File: src/rtl/ssd_scan_driver.sv
// ssd_scan_driver
// Time-multiplexed scan driver for a 4-digit common-anode seven-segment
// display. A loaded segment word is held in a shadow register and only
// promoted to the displayed word on a frame boundary, so a frame never
// shows a mix of old and new digits. Each digit slot begins with a short
// all-anodes-off gap to suppress ghosting.
//
// Optional feature: define SSD_DIM_EN to enable PWM dimming via dim_level.
//
// Ports:
//   clk         system clock
//   rst_n       asynchronous active-low reset
//   seg_word    packed active-low pattern, [31:24] = digit 3 .. [7:0] = digit 0,
//               per byte bit7..bit1 = g..a, bit0 = dp
//   load        single-cycle strobe capturing seg_word
//   blank       level, forces all anodes off
//   dim_level   brightness 0 (dimmest) .. 3 (full), used only with SSD_DIM_EN
//   an          anode enables, active-low
//   seg         {g,f,e,d,c,b,a}, active-low
//   dp          decimal point, active-low
//   pending     a loaded word is waiting for the frame boundary
//   frame_done  one-cycle pulse per completed 4-digit scan
module ssd_scan_driver #(
    parameter int DIGIT_TICKS = 100000,
    parameter int BLANK_TICKS = 16
) (
    input  logic        clk,
    input  logic        rst_n,
    input  logic [31:0] seg_word,
    input  logic        load,
    input  logic        blank,
    input  logic [1:0]  dim_level,
    output logic [3:0]  an,
    output logic [6:0]  seg,
    output logic        dp,
    output logic        pending,
    output logic        frame_done
);

    localparam int TW = (DIGIT_TICKS > 1) ? $clog2(DIGIT_TICKS) : 1;
    localparam logic [TW-1:0] TICK_LAST  = TW'(DIGIT_TICKS - 1);
    localparam logic [TW-1:0] TICK_BLANK = TW'(BLANK_TICKS);

    logic [TW-1:0] tick;
    logic [1:0]    digit;
    logic [31:0]   active_word;
    logic [31:0]   pending_word;
    logic          slot_end;
    logic          boundary;
    logic          dim_ok;
    logic          en;
    logic [7:0]    cur_byte;

`ifdef SSD_DIM_EN
    localparam logic [TW-1:0] SPAN = TW'(DIGIT_TICKS - BLANK_TICKS);
    logic [TW-1:0] on_ticks;

    // On-time window after the blanking gap: SPAN scaled by 1, 1/2, 1/4, 1/8.
    // The subtraction may wrap during the gap, but en is gated by the
    // tick >= TICK_BLANK term in that case anyway.
    always_comb begin
        on_ticks = SPAN >> (2'd3 - dim_level);
        dim_ok   = (tick - TICK_BLANK) < on_ticks;
    end
`else
    logic unused_dim;

    assign dim_ok     = 1'b1;
    assign unused_dim = ^dim_level;
`endif

    always_comb begin
        slot_end = (tick == TICK_LAST);
        boundary = slot_end && (digit == 2'd3);
        en       = (tick >= TICK_BLANK) && !blank && dim_ok;
        cur_byte = active_word[{digit, 3'b000} +: 8];
    end

    always_ff @(posedge clk or negedge rst_n) begin
        if (!rst_n) begin
            tick         <= '0;
            digit        <= '0;
            active_word  <= '1;
            pending_word <= '1;
            pending      <= 1'b0;
            frame_done   <= 1'b0;
            an           <= '1;
            seg          <= '1;
            dp           <= 1'b1;
        end else begin
            if (slot_end) begin
                tick  <= '0;
                digit <= digit + 2'd1;
            end else begin
                tick <= tick + 1'b1;
            end

            // A load coinciding with the boundary bypasses the shadow and
            // drops any older pending word.
            if (boundary) begin
                frame_done <= 1'b1;
                pending    <= 1'b0;
                if (load) begin
                    active_word <= seg_word;
                end else if (pending) begin
                    active_word <= pending_word;
                end
            end else begin
                frame_done <= 1'b0;
                if (load) begin
                    pending_word <= seg_word;
                    pending      <= 1'b1;
                end
            end

            if (en) begin
                an  <= ~(4'b0001 << digit);
                seg <= cur_byte[7:1];
                dp  <= cur_byte[0];
            end else begin
                an  <= '1;
                seg <= '1;
                dp  <= 1'b1;
            end
        end
    end

endmodule
File: config.mk
export PLATFORM = sky130hd
export DESIGN_NAME = ssd_scan_driver
export DESIGN_NICKNAME = d
export VERILOG_FILES = /design/src/rtl/ssd_scan_driver.sv
export SDC_FILE = /design/constraint.sdc
export NUM_CORES = 1
export LEC_CHECK = 0
export ABC_AREA = 1
export BUFFER_PORTS_ARGS = -buffer_cell sky130_fd_sc_hd__buf_2
export CORE_ASPECT_RATIO = 1.4
export CORE_MARGIN = 1.5
export CORE_UTILIZATION = 47
export DETAILED_ROUTE_END_ITERATION = 8
export GPL_ROUTABILITY_DRIVEN = 0
export PLACE_DENSITY = 0.64
export SLEW_MARGIN = 10
export SYNTH_ARGS = -nofsm -noshare
export SYNTH_HDL_FRONTEND = slang
export SYNTH_SLANG_ARGS = --single-unit
File: constraint.sdc
create_clock -name clk -period 1.85 [get_ports clk]
set_input_delay 0.2775 -clock clk [delete_from_list [all_inputs] [get_ports clk]]
set_output_delay 0.2775 -clock clk [all_outputs]
set_load 0.02 [all_outputs]
==> results of run 1 <==
## flip-flops by register name, indices dropped and copies added, names as in the netlist
| register | count |
|---|---|
| active_word | 32 |
| pending | 1 |
| seg | 7 |
| tick | 17 |
| digit | 2 |
| pending_word | 32 |
| an | 4 |
| frame_done | 1 |
| dp | 1 |
## worst min-delay path: stages
cell	delay [ns]
buf_2	0.10
nand3_1	0.07
nand2_1	0.05
## area by class of cell
cell class                 count  area, um2
timing repair buffer          63        443
inverter                      33        124
clock inverter                 4       22.5
fill                         959       4440
multi-input combinational    387       2050
clock buffer                  12        236
tap                          135        169
sequential                    97       2520
## per-layer routing
metal | part of all wire | routed length (um) | vias up
li1 | - | - | 1893
met1 | 0.46 | 4840 | 1801
met2 | 0.48 | 5040 | 63
met3 | 0.025 | 256 | 16
met4 | 0.026 | 274 | 0
met5 | 0 | 0 | -
## timing repair
| action | CTS | global route |
|---|---|---|
| endpoints found under the hold margin | 2 | 0 |
| setup endpoints to repair | 0 | 0 |
| hold buffers | 1 | 0 |
## worst max path at each step
stage | start | endpoint | slack (ns) | cells after the start
2_1_floorplan | digit[0] | digit[1] | 0.35 | 6
3_5_place_dp | tick[0] | digit[0] | 0.19 | 7
3_3_place_gp | tick[0] | digit[0] | 0.23 | 7
5_1_grt | tick[0] | digit[0] | 0.01 | 7
4_1_cts | tick[0] | digit[0] | 0.17 | 7
6_report | tick[0] | digit[0] | 0.19 | 7
## metrics by stage
step | cell area (um2) | util | hold WS (ns)
after floorplan | 4890 | - | -0.0181
after global placement | 5300 | 0.529 | 0.249
after detailed placement | 5300 | 0.529 | 0.248
after CTS | 5560 | 0.556 | 0.143
after global routing | 5560 | 0.556 | 0.164
final | 5560 | 0.556 | 0.153
## logic make-up after synthesis
logic type / count (synthesis) / share of synthesized area
AND/OR/NAND/NOR: 319 / 0.294
flip-flops: 97 / 0.516
buffers and inverters: 67 / 0.0653
multiplexers: 32 / 0.0737
AO/OA/AOI/OAI: 24 / 0.0248
XOR/XNOR: 6 / 0.0107
adder cells (fa/ha/maj): 6 / 0.0154
## cell usage in the layout, fill, tap and decap left out
cell           instances
nand2_1              159
nor3_2                 1
nor2_1                53
inv_2                  3
buf_12                 7
clkbuf_1               3
ha_1                   6
nand4_1               43
dlygate4sd3_1          1
a31oi_1                1
nand3_2                1
nor2_2                 1
mux2_2                32
buf_2                 48
clkinv_2               3
dfrtp_1               21
buf_4                  7
nor3_1                 3
clkinv_1               1
inv_1                 29
a21oi_1                3
nor2_4                 3
nor4_1                 1
nand4_4                1
nand3_1               50
clkinvlp_4             1
o21ai_0               20
nand2_2                1
dfstp_2               76
xor2_1                 6
clkbuf_16              9
nor3b_1                1
or2_2                  1
## power by group
part | internal [mW] | total [mW] | leakage [nW] | switching [mW]
Clock | 0.905 | 1.66 | 0.126 | 0.750
Sequential | 2.25 | 2.28 | 1.07 | 0.0329
Combinational | 0.148 | 0.327 | 1.44 | 0.179
==> reports/metrics.cfg, run 1 <==
[sta]
timing.final.crit_share=0.896
finalCriticalPeriod_ns=1.66
fmax_mhz=603
finalMaxSlewViolations=0
setup_violations=0
tightestPinTransition_ns=0.471
fin_ws_ns=0.193
clock_skew_ns=0.00800
relSlewSlack=0.685
hold_viol=0
finalSetupTns_ns=0
rsz0062_at_grt=no

[worst_setup_path]
slowest_delay_ns=0.37
critical_path_class=flop to flop
cp_common_cell=nand2_1
r2r_start=tick[0]
critPathLaunchType=flop
worstPathArrival_ns=1.86
r2r_end=digit[0]
worstPathRequired_ns=2.05
crit_path_end_kind=flop
slowest_stage=dfrtp_1
crit_family=simple AND/OR/NAND/NOR gates
cp_max_fo=8
crit_buf_inv=1
crit_chain=ha_1 -> nand2_1 -> inv_2 -> nand2_1 -> nor2_2 -> nand3_1 -> xor2_1
reg2reg_slack_ns=0.19
reg2reg_depth=7

[yosys]
synthTopCellsByArea=dfstp_2 (41%), nand2_1 (12%), dfrtp_1 (11%)
synthCells=551
synth.most_common_cell=nand2_1
ys_seq_area_frac=0.516
async_reset_ff_frac=1.00
yosysTopAreaCell=dfstp_2
ys_types=30
synth_top_area_frac=0.408
syn_nets=595
synth_edf_count=0
syn_avg_cell_area_um2=8.87
yosysWarnings=0
synthFlopType=dfstp_2
ys_ff_latch=97
netlist_top_cells_count=nand2_1 (159), dfstp_2 (76), nor2_1 (53)
syn_area_um2=4890

[global_routing]
grt_first_pass_wirelength_um=18000
grt_use_total=0.213
grt_max_degree=66
grt-ovfl-total=0
first_global_vias=3666
gr-usage-met3=0.0265
met2_usage=0.334
grt.busiest_layer=met2
use_met1=0.287
antenna_found_initial=0

[routing]
post_drt_via_cell_ratio=5.16
drcViolationCount=0
wl_per_cell_um=14.3
wirelength_um=10400
first_pass_iters=4
routed-via-count=3773
ant_nets=0
drt_iter0_markers=179

[floorplan]
initial_core_util=0.488
rows=43
die_x_um=89.2
die_h_um=124
io_pins=52
die-area_um2=11000
core_region_area_um2=10000

[clock_tree]
cts_buffers=9
htreeDepth=3
clk_latency_ns=0.34
cts.repair.resized=0
clockBufferDepth=2
cts.sinks=97
path_clk_slew_ns=0.06
cts_tree=done
cts_root_buffer=clkbuf_16
post_cts_buffers=0

[min_path]
min_from=seg_word[12]
min_to=pending_word[12]
hold_depth=3
hp-class=input port to flop

[cells_and_area]
area_growth_syn_to_layout_pct=13.8
antenna_cells=0
drive_above_1_share=0.327
finalNonFillerCells=731
num-nets-final=635

[placement]
dp_slack_ns=0.187
io_buffers=49
dp_cells=714
hpwl_um=7200

[run_status]
outcome=completed

[power]
powerDensity_nw_per_um2=767
p_total_mw=4.27
power.leakage_nw=2.63
vdd_drop_max_v=0.000557

[job]
drv_cap=0

No activity file was read; power rests on OpenSTA's default activity.
==> run 2, diff against run 1 <==
RECOVER_POWER = 25   (was not set)
==> run 2 against run 1 <==
Compared with the run above:
- cell count did not move
- total power barely moved
- highest routed layer unchanged
- sequential share of layout area rose by 0.23 points
- setup slack improved by 0.0023 ns
- sequential power barely moved
- worst hold slack got worse by 0.0011 ns
- clock power barely moved
- routed wire length rose by 0.29%
- clock skew fell by 0.0017 ns
- non-clock buffer count did not move
- via count rose by 0.42%
- register-to-register slack barely moved
==> reports/metrics.cfg, run 2 (synthesized netlist as in run 1, its figures left out) <==
[routing]
first_pass_iters=4  ; unchanged
ant_nets=0  ; unchanged
wl_per_cell_um=14.3  ; +0.29%
drcViolationCount=0  ; unchanged
post_drt_via_cell_ratio=5.18  ; +0.42%
wirelength_um=10400  ; +0.29%
drt_iter0_markers=166  ; -7.3%
routed-via-count=3789  ; +0.42%

[global_routing]
antenna_found_initial=0  ; unchanged
grt_first_pass_wirelength_um=18000  ; unchanged
first_global_vias=3666  ; unchanged
grt_max_degree=66  ; unchanged
grt_use_total=0.213  ; unchanged
grt-ovfl-total=0  ; unchanged

[clock_tree]
hold_buffers=1  ; unchanged
cts_tree=done
clockBufferDepth=2  ; unchanged
cts.repair.resized=0  ; unchanged
clk_latency_ns=0.34  ; about the same
cts_buffers=9  ; unchanged
cts.sinks=97  ; unchanged
cts_root_buffer=clkbuf_16
htreeDepth=3  ; unchanged
path_clk_slew_ns=0.06  ; about the same
post_cts_buffers=0  ; unchanged

[worst_setup_path]
critical_path_class=flop to flop
cp_max_fo=8  ; unchanged
crit_family=simple AND/OR/NAND/NOR gates
crit_path_end_kind=flop
slowest_delay_ns=0.37  ; about the same
critPathLaunchType=flop
crit_buf_inv=1  ; unchanged
crit_chain=ha_1 -> nand2_1 -> inv_2 -> nand2_1 -> nor2_2 -> nand3_1 -> xor2_1
worstPathRequired_ns=2.06  ; about the same
slowest_stage=dfrtp_1
cp_common_cell=nand2_1
worstPathArrival_ns=1.86  ; about the same

[floorplan]
rows=43  ; unchanged
io_pins=52  ; unchanged
die_h_um=124  ; unchanged
initial_core_util=0.488  ; unchanged
die-area_um2=11000  ; unchanged
core_region_area_um2=10000  ; unchanged
die_x_um=89.2  ; unchanged

[sta]
fmax_mhz=604  ; +0.14%
rsz0062_at_grt=no
timing.final.crit_share=0.895  ; -0.00127
setup_violations=0  ; unchanged
whs_ns=0.152  ; -0.00114 ns
finalMaxSlewViolations=0  ; unchanged
hold_viol=0  ; unchanged
finalSetupTns_ns=0  ; unchanged
clock_skew_ns=0.00632  ; -0.00168 ns
finalCriticalPeriod_ns=1.65  ; -0.00235 ns
tightestPinTransition_ns=0.748  ; +0.277 ns
relSlewSlack=0.501  ; -0.184

[min_path]
hp-class=input port to flop

[power]
vdd_drop_max_v=0.000558  ; +0.23%
power.leakage_nw=2.62  ; -0.39%
powerDensity_nw_per_um2=770  ; +0.42%
p_total_mw=4.26  ; about the same

[cells_and_area]
area_growth_syn_to_layout_pct=13.3
fin_area_um2=5540  ; -0.49%
layout_common_cells=nand2_1 (159), dfstp_2 (76), nor2_1 (53)
top_regs=active_word (32), pending_word (32), tick (17)
post-route-util=0.553  ; -0.00275
antenna_cells=0  ; unchanged
drive_above_1_share=0.327  ; unchanged
num-nets-final=635  ; unchanged
final_common_cell=nand2_1

[placement]
placed_area_um2=5300  ; unchanged
io_buffers=49  ; unchanged
hpwl_um=7200  ; unchanged

[job]
drv_cap=0  ; unchanged

[run_status]
outcome=completed

run 2: area by class of cell:
| cell class | instances | area [um2] |
|---|---|---|
| Clock inverter | 4 | 22.5 |
| Sequential cell | 97 | 2520 |
| Timing Repair Buffer | 63 | 415 |
| Clock buffer | 12 | 236 |
| Tap cell | 135 | 169 |
| Multi-Input combinational cell | 387 | 2050 |
| Inverter | 33 | 124 |
| Fill cell | 964 | 4470 |
run 2: tightest hold or removal path: stages:
cell and delay [ns]:
buf_2 0.10, nand3_1 0.07, nand2_1 0.05
run 2: layer usage:
layer	vias up	routed length, um	global-route usage
met4	0	339	0.113
met2	57	5000	0.334
met1	1822	4840	0.287
met3	19	262	0.0265
li1	1891	-	-
met5	-	0	0
run 2: power by group:
part	switching [mW]	total, mW	leakage (nW)	internal [mW]
Clock	0.755	1.66	0.126	0.905
Combinational	0.178	0.319	1.43	0.141
Sequential	0.0331	2.28	1.07	2.25
run 2: worst paths after layout:
| check | startpoint | to | slack, ns | cells past startpoint |
|---|---|---|---|---|
| worst min-delay path | seg_word[12] | pending_word[12] | 0.15 | 3 |
| worst max register to register | tick[0] | digit[0] | 0.20 | 7 |
| min in group asynchronous | rst_n | tick[8] | 0.54 | 2 |
| worst min register to register | active_word[19] | active_word[19] | 0.46 | 2 |
| max in group asynchronous | rst_n | pending_word[26] | 0.27 | 3 |
| worst max-delay path | tick[0] | digit[0] | 0.20 | 7 |
run 2: through the flow:
step / instances / setup WS [ns]
finish: 731 / 0.195
global route: 731 / 0.0117
CTS: 731 / 0.174
detailed placement: 714 / 0.187
global placement: 714 / 0.226
floorplan: 551 / 0.355
==> run 3, diff against run 2 <==
REMOVE_ABC_BUFFERS = 1   (was not set)
SKIP_CTS_REPAIR_TIMING = 1   (was not set)
==> run 3 against run 2 <==
Compared with the run above:
- final area is 0.50% higher
- largest cell class unchanged
- combinational power hardly changed
- via count is 1.1% higher
- maximum frequency is 1.7% lower
==> reports/metrics.cfg, run 3 (synthesized netlist as in run 1, its figures left out) <==
[routing]
first_pass_iters=5  ; +1
wirelength_um=10600  ; +1.3%
drt_iter0_markers=157  ; -5.4%
drcViolationCount=0  ; unchanged
routed-via-count=3831  ; +1.1%
wl_per_cell_um=14.5  ; +1.2%
post_drt_via_cell_ratio=5.23  ; +0.97%
ant_nets=0  ; unchanged

[global_routing]
grt_use_total=0.212  ; -0.000912
grt.busiest_layer=met2
first_global_vias=3833  ; +4.6%
grt-ovfl-total=0  ; unchanged
use_met1=0.266  ; -0.0214
gr-usage-met3=0.0391  ; +0.0126
grt_first_pass_wirelength_um=18100  ; +0.46%
grt_max_degree=50  ; -24%
antenna_found_initial=0  ; unchanged
met2_usage=0.355  ; +0.0216

[worst_setup_path]
cp_common_cell=nand2_1
crit_buf_inv=2  ; +1
cp_max_fo=32  ; +24
crit_chain=ha_1 -> nand2_1 -> inv_2 -> nand2_1 -> nor2_2 -> nand4_4 -> nand2_2 -> buf_12 -> nand2_1 -> nand2_1
worstPathRequired_ns=2.14  ; +0.08 ns
worstPathArrival_ns=1.97  ; +0.11 ns
crit_family=simple AND/OR/NAND/NOR gates
critical_path_class=flop to flop
slowest_stage=dfrtp_1
critPathLaunchType=flop
slowest_delay_ns=0.36  ; about the same
crit_path_end_kind=flop

[cells_and_area]
final_common_cell=nand2_1
antenna_cells=0  ; unchanged
finalNonFillerCells=732  ; +0.14%
num-nets-final=637  ; +0.31%
drive_above_1_share=0.333  ; +0.00615
layout_common_cells=nand2_1 (159), dfstp_2 (76), nor2_1 (53)
top_regs=active_word (32), pending_word (32), tick (17)
area_growth_syn_to_layout_pct=13.8

[clock_tree]
htreeDepth=3  ; unchanged
cts_tree=done
path_clk_slew_ns=0.07  ; about the same
clockBufferDepth=2  ; unchanged
cts_root_buffer=clkbuf_16
cts.sinks=97  ; unchanged
clk_latency_ns=0.35  ; about the same
cts_buffers=9  ; unchanged

[power]
p_seq_frac=0.530  ; -0.006
power.leakage_nw=2.64  ; +0.73%
power.switching_mw=0.987  ; +2.2%
powerDensity_nw_per_um2=775  ; +0.67%
combinationalPowerShare=0.074  ; about the same
p_int_mw=3.33  ; +0.87%
vdd_drop_max_v=0.000448  ; -20%
p_clk_frac=0.396  ; +0.007
switching_share=0.229  ; +0.00226

[sta]
finalSetupTns_ns=0  ; unchanged
hold_viol=0  ; unchanged
timing.final.crit_share=0.910  ; +0.0158
finalMaxSlewViolations=0  ; unchanged
setup_violations=0  ; unchanged
rsz0062_at_grt=no
tightestPinTransition_ns=0.848  ; +0.100 ns
fmax_mhz=594  ; -1.7%
whs_ns=0.148  ; -0.00439 ns
clock_skew_ns=0.00573  ; -0.000588 ns
relSlewSlack=0.435  ; -0.0667
finalCriticalPeriod_ns=1.68  ; +0.0293 ns

[floorplan]
initial_core_util=0.488  ; unchanged
io_pins=52  ; unchanged
die_h_um=124  ; unchanged
rows=43  ; unchanged
core_region_area_um2=10000  ; unchanged
die_x_um=89.2  ; unchanged
die-area_um2=11000  ; unchanged

[placement]
hpwl_um=7140  ; -0.94%
io_buffers=49  ; unchanged
dp_cells=716  ; +0.28%

[job]
drv_cap=0  ; unchanged

[min_path]
hp-class=input port to flop

[run_status]
outcome=completed

-- run 3: cell count changes in the layout (fill, tap and decap cells not counted) --
cell	previous run	this run
buf_6	0	1
clkinvlp_4	1	0
clkbuf_8	0	1
clkbuf_4	2	0
clkbuf_1	3	1
nand3_2	1	2
nand3_1	50	49
clkinv_2	3	4
buf_4	6	9
-- run 3: worst min-delay path, delay by kind of cell --
kind | cells | cell delay (ns)
simple gates | 2 | 0.12
buf+inv | 1 | 0.10
-- run 3: path summary, 6_finish.rpt --
path	depth (start not counted)	slack, ns	to	startpoint
worst max-delay path	10	0.17	pending_word[14]	tick[0]
worst min-delay path	3	0.15	pending_word[2]	seg_word[2]
max in group asynchronous	3	0.34	pending_word[19]	rst_n
worst min register to register	2	0.46	pending_word[18]	pending_word[18]
min in group asynchronous	2	0.59	pending	rst_n
worst max register to register	10	0.17	pending_word[14]	tick[0]
-- run 3: cell type report --
cell class                 count  area (um2)
clock buffer                  11         243
sequential                    97        2520
timing repair buffer          65         434
inverter                      33         124
fill                         954        4440
multi-input combinational    387        2050
tap                          135         169
clock inverter                 4        20.0
-- run 3: metal layers --
layer,share of wire,vias to the layer above
li1,-,1901
met1,0.45,1852
met2,0.50,59
met3,0.028,19
met4,0.026,0
met5,0,-
-- run 3: power groups by stage --
stage / clock network (mW) / logic [mW] / registers, mW
CTS: 1.74 / 0.330 / 2.29
finish: 1.71 / 0.321 / 2.29
global placement: 0 / 0.322 / 2.31
floorplan: 0 / 0.148 / 2.32
detailed placement: 0 / 0.328 / 2.32
global route: 1.83 / 0.361 / 2.29
-- run 3: metrics by stage --
step                      power, mW  instance area, um2  setup slack (ns)  utilization
after floorplan                2.47                4690            -0.848            -
after global placement         2.63                5300             0.191        0.529
after detailed placement       2.65                5300             0.126        0.529
after CTS                      4.36                5560             0.116        0.556
after global routing           4.48                5560           0.00466        0.556
final                          4.31                5560             0.166        0.556
